`config.mk`:
```
export PLATFORM = sky130hd
export DESIGN_NAME = init_clear_seq
export DESIGN_NICKNAME = d
export VERILOG_FILES = /design/src/rtl/init_clear_seq.sv
export SDC_FILE = /design/constraint.sdc
export NUM_CORES = 1
export LEC_CHECK = 0
export ABC_AREA = 0
export CORE_ASPECT_RATIO = 1.75
export CORE_UTILIZATION = 30
export CTS_BUF_LIST = sky130_fd_sc_hd__clkbuf_16
export DETAILED_ROUTE_END_ITERATION = 8
export PLACE_DENSITY = 0.63
export SYNTH_ARGS = -nofsm -noshare
export SYNTH_HDL_FRONTEND = slang
export SYNTH_SLANG_ARGS = --single-unit
```
`constraint.sdc`:
```
create_clock -name clk -period 2.1 [get_ports clk]
set_input_delay 0.525 -clock clk [delete_from_list [all_inputs] [get_ports clk]]
set_output_delay 0.525 -clock clk [all_outputs]
set_load 0.05 [all_outputs]
```
`src/rtl/init_clear_seq.sv`:
```
// Power-on clear sequencer: waits for first_done, writes FILL to every register-file
// entry one per cycle, settles, then reports ready and counts completed passes.
module init_clear_seq #(
  parameter int             DEPTH      = 16,
  parameter int             AW         = 4,
  parameter int             DW         = 8,
  parameter logic [DW-1:0]  FILL       = '0,
  parameter int             SETTLE_CYC = 2
) (
  input  logic          clk,
  input  logic          rst,
  input  logic          first_done,
  input  logic          soft_clr,
  output logic          wr_en,
  output logic [AW-1:0] wr_addr,
  output logic [DW-1:0] wr_data,
  output logic          busy,
  output logic          ready,
  output logic          clr_done,
  output logic [3:0]    pass_cnt
);

  localparam int            SW    = (SETTLE_CYC > 1) ? $clog2(SETTLE_CYC) : 1;
  localparam logic [AW-1:0] LAST  = AW'(DEPTH - 1);
  localparam logic [SW-1:0] SLAST = SW'(SETTLE_CYC - 1);

  typedef enum logic [1:0] {S_WAIT, S_CLEAR, S_SETTLE, S_READY} state_t;

  state_t        state, state_nx;
  logic [AW-1:0] addr, addr_nx;
  logic [SW-1:0] scnt, scnt_nx;
  logic [3:0]    pcnt, pcnt_nx;
  logic          done, done_nx;

  always_ff @(posedge clk or posedge rst) begin
    if (rst) begin
      state <= S_WAIT;
      addr  <= '0;
      scnt  <= '0;
      pcnt  <= '0;
      done  <= 1'b0;
    end else begin
      state <= state_nx;
      addr  <= addr_nx;
      scnt  <= scnt_nx;
      pcnt  <= pcnt_nx;
      done  <= done_nx;
    end
  end

  always_comb begin
    state_nx = state;
    addr_nx  = addr;
    scnt_nx  = scnt;
    pcnt_nx  = pcnt;
    done_nx  = 1'b0;
    case (state)
      S_WAIT: begin
        if (first_done) begin
          state_nx = S_CLEAR;
          addr_nx  = '0;
        end
      end
      S_CLEAR: begin
        // compare against DEPTH-1, not the AW wrap, so short files stop early
        if (addr == LAST) begin
          state_nx = S_SETTLE;
          addr_nx  = '0;
          scnt_nx  = '0;
        end else begin
          addr_nx  = addr + AW'(1);
        end
      end
      S_SETTLE: begin
        if (scnt == SLAST) begin
          state_nx = S_READY;
          done_nx  = 1'b1;
          pcnt_nx  = (pcnt == 4'hF) ? pcnt : pcnt + 4'd1;
        end else begin
          scnt_nx  = scnt + SW'(1);
        end
      end
      S_READY: begin
        if (soft_clr) begin
          state_nx = S_CLEAR;
          addr_nx  = '0;
        end
      end
      default: state_nx = S_WAIT;
    endcase
  end

  assign wr_en    = (state == S_CLEAR);
  assign wr_addr  = addr;
  assign wr_data  = FILL;
  assign busy     = (state == S_CLEAR) || (state == S_SETTLE);
  assign ready    = (state == S_READY);
  assign clr_done = done;
  assign pass_cnt = pcnt;

endmodule

```
**After elaboration in Yosys (flattened, before gate mapping)**

Index checks and enable logic that the tools add are counted.

- Add/sub/neg operators: 3
- Equality and inequality tests: 9
- Multiplexer cells: 14
- Bitwise gates (word level): 1
- Reduce and logical (&&, ||, !) cells: 8

Operator list:

| operator | count |
|---|---|
| two-way mux 4 bit | 3 |
| one-hot mux 4 bit (3 select lines) | 1 |
| adder 4 x 1 -> 4 bit (second input constant) | 2 |
| equality test 4 bit (second input constant) | 2 |
| two-way mux 2 bit | 4 |
| one-hot mux 2 bit (4 select lines) | 1 |
| != test 2 bit (second input constant) | 3 |
| AND reduction 3 bit | 2 |
| equality test 2 bit (second input constant) | 2 |
| two-way mux 1 bit | 4 |
| AND reduction 4 bit | 1 |
| nonzero test 3 bit | 1 |
| equality test 2 x 1 -> 1 bit (second input constant) | 1 |
| logical NOT 2 bit | 1 |
| != test 2 x 1 -> 1 bit (second input constant) | 1 |
| one-hot mux 1 bit (2 select lines) | 1 |
| AND reduction 2 bit | 1 |
| nonzero test 2 bit | 1 |
| adder 1 bit (second input constant) | 1 |
| logical OR 1 bit | 1 |
| inverter 1 bit | 1 |

- Register bits after elaboration: 12
- Word-level logic and storage cells: 40

**Depth between registers and ports, before layout**

- Depth in word-level cells: 3
- Depth in mapped cells: 6

**Worst setup path after synthesis**

OpenSTA, ideal clock, no wires.

- Path kind: register -> register
- Start: register addr[0], in the netlist wr_addr[0]
- End: register state[1]
- Library setup time: 0.128 ns
- Data arrival time: 1.751 ns
- Setup slack: 0.221 ns
- Cell stages (with the launch flop): 6
- Buffers on the path: 0
- Clock period less this slack: 1.879 ns
- Cells stage by stage: dfrtp_1 ha_1 nand3_2 and2_4 nor3_4 mux2_1

- Cells in the longest elaborated chain, start to end: 3

RTL lines:

| what | line | text |
|---|---|---|
| start, declared | 30 | `logic [AW-1:0] addr, addr_nx;` |
| start signal, assigned | 44 | `addr <= addr_nx;` |
| equality test 4 bit | 66 | `if (addr == LAST) begin` |
| != test 2 x 1 -> 1 bit (no source line) | n/a |  |
| AND reduction 4 bit (no source line) | n/a |  |
| end signal, assigned | 43 | `state <= state_nx;` |
| end, declared | 29 | `state_t state, state_nx;` |

No other way between the ends.
A chain may end at the register's enable or synchronous reset.

**Final worst setup path**

- Start: register pcnt[0], in the netlist pass_cnt[0]
- End: output pass_cnt[0]

RTL lines:

| what | line | text |
|---|---|---|
| start, declared | 32 | `logic [3:0] pcnt, pcnt_nx;` |
| start signal, assigned | 46 | `pcnt <= pcnt_nx;` |
| end, declared | 20 | `output logic [3:0] pass_cnt` |

No word-level cell between the ends.

==> impl_metrics.json <==
{
  "final_cell_mix": "dfrtp_1, clkdlybuf4s50_1, ha_1, conb_1, inv_1",
  "place.gp.congestion": 0.729,
  "synth.cell_area_um2": 734,
  "required_ns": 1.57,
  "post_cts_buffers": 0,
  "drv_slew": 0,
  "max_stage_delay_ns": 0.82,
  "layout.nets": 103,
  "hold_buffers": 0,
  "fillCellCount": 245,
  "worstSetupPathType": "reg -> out",
  "rsz0062_at_grt": "false",
  "hp-class": "reg -> reg",
  "crit_path_start_kind": "flip-flop",
  "htree_levels": 1,
  "die-area_um2": 2660,
  "route.detailed.drc": 0,
  "ys_seq_area_share_pct": 40.9,
  "ys_types": 28,
  "grt_pass1_vias": 514,
  "final_common_cell": "dfrtp_1",
  "ys_warn_count": 0,
  "area_growth_pct": 32.5,
  "gr-total-overflow": 0,
  "die_w_um": 39.4,
  "timing.critical_path.buf_inv": 1,
  "root_buffer": "clkbuf_16",
  "finalSetupViolations": 0,
  "antenna_found_initial": 0,
  "grtUsageTotal_pct": 12.5,
  "critPathSlowestCell": "clkdlybuf4s50_1",
  "drtAntennaViolNets": 0,
  "placed_area_um2": 895,
  "crit_family": "buffers and inverters",
  "initialDrtViolationCount": 5,
  "status": "complete, no violations",
  "timing.final.crit_share_pct": 94.8,
  "hold_viol": 0,
  "coreArea_um2": 2300,
  "grt_pass1_wl_mm": 2.12,
  "crit_fanout": 4,
  "clock_skew_ns": 0.00136,
  "synth_seq_cells": 12,
  "die_y_um": 67.5,
  "routedWlPerCell_um": 11.9,
  "io_buffers": 15,
  "clkSinkCount": 12,
  "pin_count": 24,
  "clk_transition_reported_paths_ns": 0.04,
  "vias": 526,
  "grt_max_degree": 13,
  "cts_resized": 0,
  "clock_path_buffers": 2,
  "netlist_instances": 72,
  "fin_setup_tns_ns": 0,
  "syn_area_per_cell_um2": 10.2,
  "arrival_ns": 1.47,
  "antenna_cells": 0,
  "via_per_inst": 4.57,
  "timing.fmax_ghz": 0.502,
  "numCtsBuffers": 3,
  "wirelength_mm": 1.37,
  "slew_headroom_pct": 66.2,
  "num_rows": 23,
  "drive_gt1_share_pct": 14.4,
  "drt-pass1-iter-count": 3,
  "cap_violations": 0,
  "clk_latency_ns": 0.24,
  "post-dp-hpwl_mm": 1.03,
  "fin_area_um2": 973,
  "initial_core_util_pct": 31.9,
  "crit_path_end_kind": "primary output",
  "cts_tree": "yes",
  "worst_pin_slew_ns": 0.506,
  "worstPathCellList": "clkdlybuf4s50_1",
  "fin_crit_ns": 1.99
}
## cell type report
type                            instances  area [µm²]  share of cell area, %
Inverter                                7        26.3                   2.70
Clock buffer                            3        75.1                   7.71
Tap cell                               25        31.3                   3.21
Clock inverter                          1        3.75                  0.386
Multi-Input combinational cell         52         374                   38.4
Sequential cell                        12         300                   30.8
Timing Repair Buffer                   15         163                   16.7
## sequential cells by signal, indices dropped and copies added, names as in the netlist
name / count
pass_cnt: 4
state: 2
wr_addr: 4
clr_done: 1
scnt: 1
## logic make-up after synthesis
group / Yosys count / share of synthesized area, %
muxes: 3 / 4.43
other: 1 / 0.511
buffers and inverters: 15 / 11.8
DFF: 12 / 40.9
and+or+nand+nor: 20 / 16.5
xor gates and xnor gates: 2 / 2.39
adders and majority gates: 8 / 13.6
AOI/OAI and AO/OA: 11 / 9.88
## stage by stage
stage / setup slack (ns) / utilization, % / cells / hold slack, ns
final: 0.109 / 42.3 / 115 / 0.509
after CTS: 0.0984 / 42.3 / 115 / 0.516
after detailed placement: 0.265 / 38.9 / 111 / 0.510
after floorplan: 0.221 / - / 79 / 0.390
after global placement: 0.301 / 38.9 / 111 / 0.502
after global routing: 0.0717 / 42.3 / 115 / 0.564
## worst paths after layout
check,start,end,slack [ns],cells after the start
max in group asynchronous,rst,pass_cnt[2],1.20,2
min reg2reg,pass_cnt[3],pass_cnt[3],0.51,1
min,pass_cnt[3],pass_cnt[3],0.51,1
min in group asynchronous,rst,wr_addr[0],0.58,2
max reg2reg,state[1],wr_addr[3],0.38,5
max,pass_cnt[0],pass_cnt[0],0.11,1
## cell usage after synthesis
cell | n | area [µm²]
xnor2_1 | 1 | 8.76
nand3_2 | 1 | 10.0
ha_1 | 8 | 100
o21ai_0 | 3 | 15.0
nor3_4 | 1 | 16.3
o221ai_2 | 1 | 15.0
xor2_1 | 1 | 8.76
nor3b_1 | 1 | 7.51
inv_1 | 7 | 26.3
nor2b_1 | 3 | 18.8
o22ai_1 | 1 | 6.26
mux2_1 | 1 | 11.3
nor3_1 | 1 | 5.00
dfrtp_1 | 12 | 300
nand3_1 | 3 | 15.0
nand2_1 | 5 | 18.8
nor2_1 | 2 | 7.51
a21o_1 | 1 | 7.51
or4_1 | 1 | 7.51
a31oi_1 | 1 | 6.26
and2_4 | 1 | 8.76
mux2_2 | 1 | 11.3
a21oi_1 | 3 | 15.0
and2_1 | 1 | 6.26
conb_1 | 1 | 3.75
buf_4 | 8 | 60.1
mux2i_1 | 1 | 10.0
o31ai_1 | 1 | 7.51
## per-layer routing
| metal | share of wire, % | track usage, % |
|---|---|---|
| met4 | 5.1 | 14.2 |
| met5 | 0 | 0 |
| met2 | 53 | 20.3 |
| met3 | 4.2 | 1.97 |
| met1 | 38 | 11.5 |
Power is not shown: default switching activity piles up to over one toggle a cycle in this logic, so the estimate is an artifact.
==> patch, RTL diff (same flow settings) <==
The parameter `DW` goes from 8 to 6.
--- a/src/rtl/init_clear_seq.sv
+++ b/src/rtl/init_clear_seq.sv
@@ -3,7 +3,7 @@
 module init_clear_seq #(
   parameter int             DEPTH      = 16,
   parameter int             AW         = 4,
-  parameter int             DW         = 8,
+  parameter int             DW         = 6,
   parameter logic [DW-1:0]  FILL       = '0,
   parameter int             SETTLE_CYC = 2
 ) (
Ports: changed (resized wr_data); port bits go from 24 to 22. The function was not compared with the original's and may differ.
==> patch against the unedited design <==
Routed wire length is 8.8% lower; sequential cell count is the same; cell area decreased by 0.51%; core utilization rose by 0.32 points; die area fell by 2.0%; setup slack worse by 0.0068 ns; synthesized area down 2.0%; count of clock-buffer cells in the layout stayed put; critical path type unchanged.
Power is not shown: default switching activity piles up to over one toggle a cycle in this logic, so the estimate is an artifact.
==> patch: results (changes against the unedited design) <==
Run status
  – Result of the run: completed

Worst setup path
  – Worst-path fanout max: 4 (unchanged)
  – R2r worst-path depth: 5 (unchanged)
  – Crit-path max cell delay: 0.83 ns
  – Worst Setup EP: pass_cnt[0]
  – Worst r2r src: state[1]
  – Data required time of the worst path: 1.57 ns (about the same)
  – Crit-path leading delay family: buffers and inverters
  – CP max stage cell: clkdlybuf4s50_1
  – R2R setup slack: approximately 0.37 ns
  – Setup crit start: pass_cnt[0]
  – RR Endpoint: wr_addr[3]

Clock tree
  – Post-CTS setup buffers: 0 (unchanged)
  – Root buffer cell: clkbuf_16
  – CTS buffer count: 3 (unchanged)
  – Clock Path Buffers: 2 (unchanged)
  – Htree depth: 1 (unchanged)
  – Clock transition at path regs: 0.04 ns (about the same)
  – Worst-Skew Late Latency: 0.24 ns (about the same)
  – Post-cts resize count: 0 (unchanged)

Synth
  – Most used DFF post-synth: dfrtp_1
  – Async SR Flop Fraction: 100% (unchanged)
  – Leading post-synthesis cells by cell area: dfrtp_1 42%, ha_1 14%, buf_4 6.3%
  – Synth cell types: 28 (unchanged)
  – Warnings, synthesis: 0 (unchanged)
  – Commonest cells post-synth: 12 x dfrtp_1, 8 x ha_1, 7 x inv_1
  – Seq/Total Area, Yosys: 41.7% (+0.85 points)

Drt
  – Post-DR vias/cell: 4.73 (+3.5%)
  – DRC viols: 0 (unchanged)
  – Final wirelength: 1.25 mm (-8.8%)
  – Iter 0 DRT Violations: 3 (-2)
  – Pre-antenna DRT Iters: 2 (-1)
  – Final ANT Viol Nets: 0 (unchanged)

Placement
  – Port bufs: 15 (unchanged)
  – GPL Wtd Cong: 0.723 (-0.92%)
  – Dpl hpwl: 1.01 mm (-1.9%)

Min path
  – Hold Path Class: reg2reg

Global route
  – Largest net degree at the start of global routing: 13 (unchanged)
  – Vias in the first global route: 550 (+7.0%)
  – Global-route wire length before repair: 2.18 mm (+2.9%)
  – GRT Overall Usage: 12.5% (+0.017 points)
  – Initial antenna violation count: 0 (unchanged)

Final layout
  – Ant. Diodes: 0 (unchanged)
  – Layout cells sized above 1: 13.6% (-0.81 points)
  – Final nets: 101 (-1.9%)

Timing
  – Clock skew: 0.00328 ns (+0.00192 ns)
  – Final setup violation count: 0 (unchanged)
  – Slew @ Worst Pin: 0.498 ns (-0.00721 ns)
[patch: layer usage]
layer / GRT usage [%] / part of all wire (%)
met5: 0 / 0
met3: 2.33 / 4.7
met2: 22.9 / 56
met1: 10.4 / 36
met4: 10.3 / 3.0
[patch: stage by stage]
stage	std cells	setup WS, ns	hold slack, ns	instance area, sq um
floorplan	75	0.221	0.390	738
global placement	109	0.298	0.502	890
detailed placement	109	0.276	0.510	890
CTS	113	0.0879	0.519	968
global route	113	0.0692	0.546	968
finish	113	0.102	0.515	968
[patch: logic make-up after synthesis]
group / count (synthesis) / synth area share [%]
XOR/XNOR: 2 / 2.44
multiplexers: 3 / 4.52
flip-flops: 12 / 41.7
AND/OR/NAND/NOR: 20 / 16.9
AO/OA/AOI/OAI: 11 / 10.1
buffers and inverters: 13 / 9.91
adder cells (fa/ha/maj): 8 / 13.9
other: 1 / 0.521
[patch: cell type report]
type / count / area, sq um
Timing Repair Buffer: 15 / 165
Sequential cell: 12 / 300
Multi-Input combinational cell: 50 / 367
Tap cell: 25 / 31.3
Fill cell: 227 / 1310
Clock inverter: 1 / 3.75
Clock buffer: 3 / 75.1
Inverter: 7 / 26.3
[patch: worst register-to-register path, cell delays in order (launching register included)]
cell     delay, ns
dfrtp_1       0.42
inv_1         0.12
ha_1          0.34
nand2_1       0.13
or4_1         0.51
o21ai_0       0.11
[patch: how the worst min path moves through the flow]
stage	start	endpoint	slack, ns	depth (start not counted)
5_1_grt	pass_cnt[3]	pass_cnt[3]	0.55	1
4_1_cts	pass_cnt[3]	pass_cnt[3]	0.52	1
3_5_place_dp	pass_cnt[3]	pass_cnt[3]	0.51	1
2_1_floorplan	rst	clr_done	0.39	1
3_3_place_gp	pass_cnt[3]	pass_cnt[3]	0.50	1
6_report	pass_cnt[3]	pass_cnt[3]	0.52	1
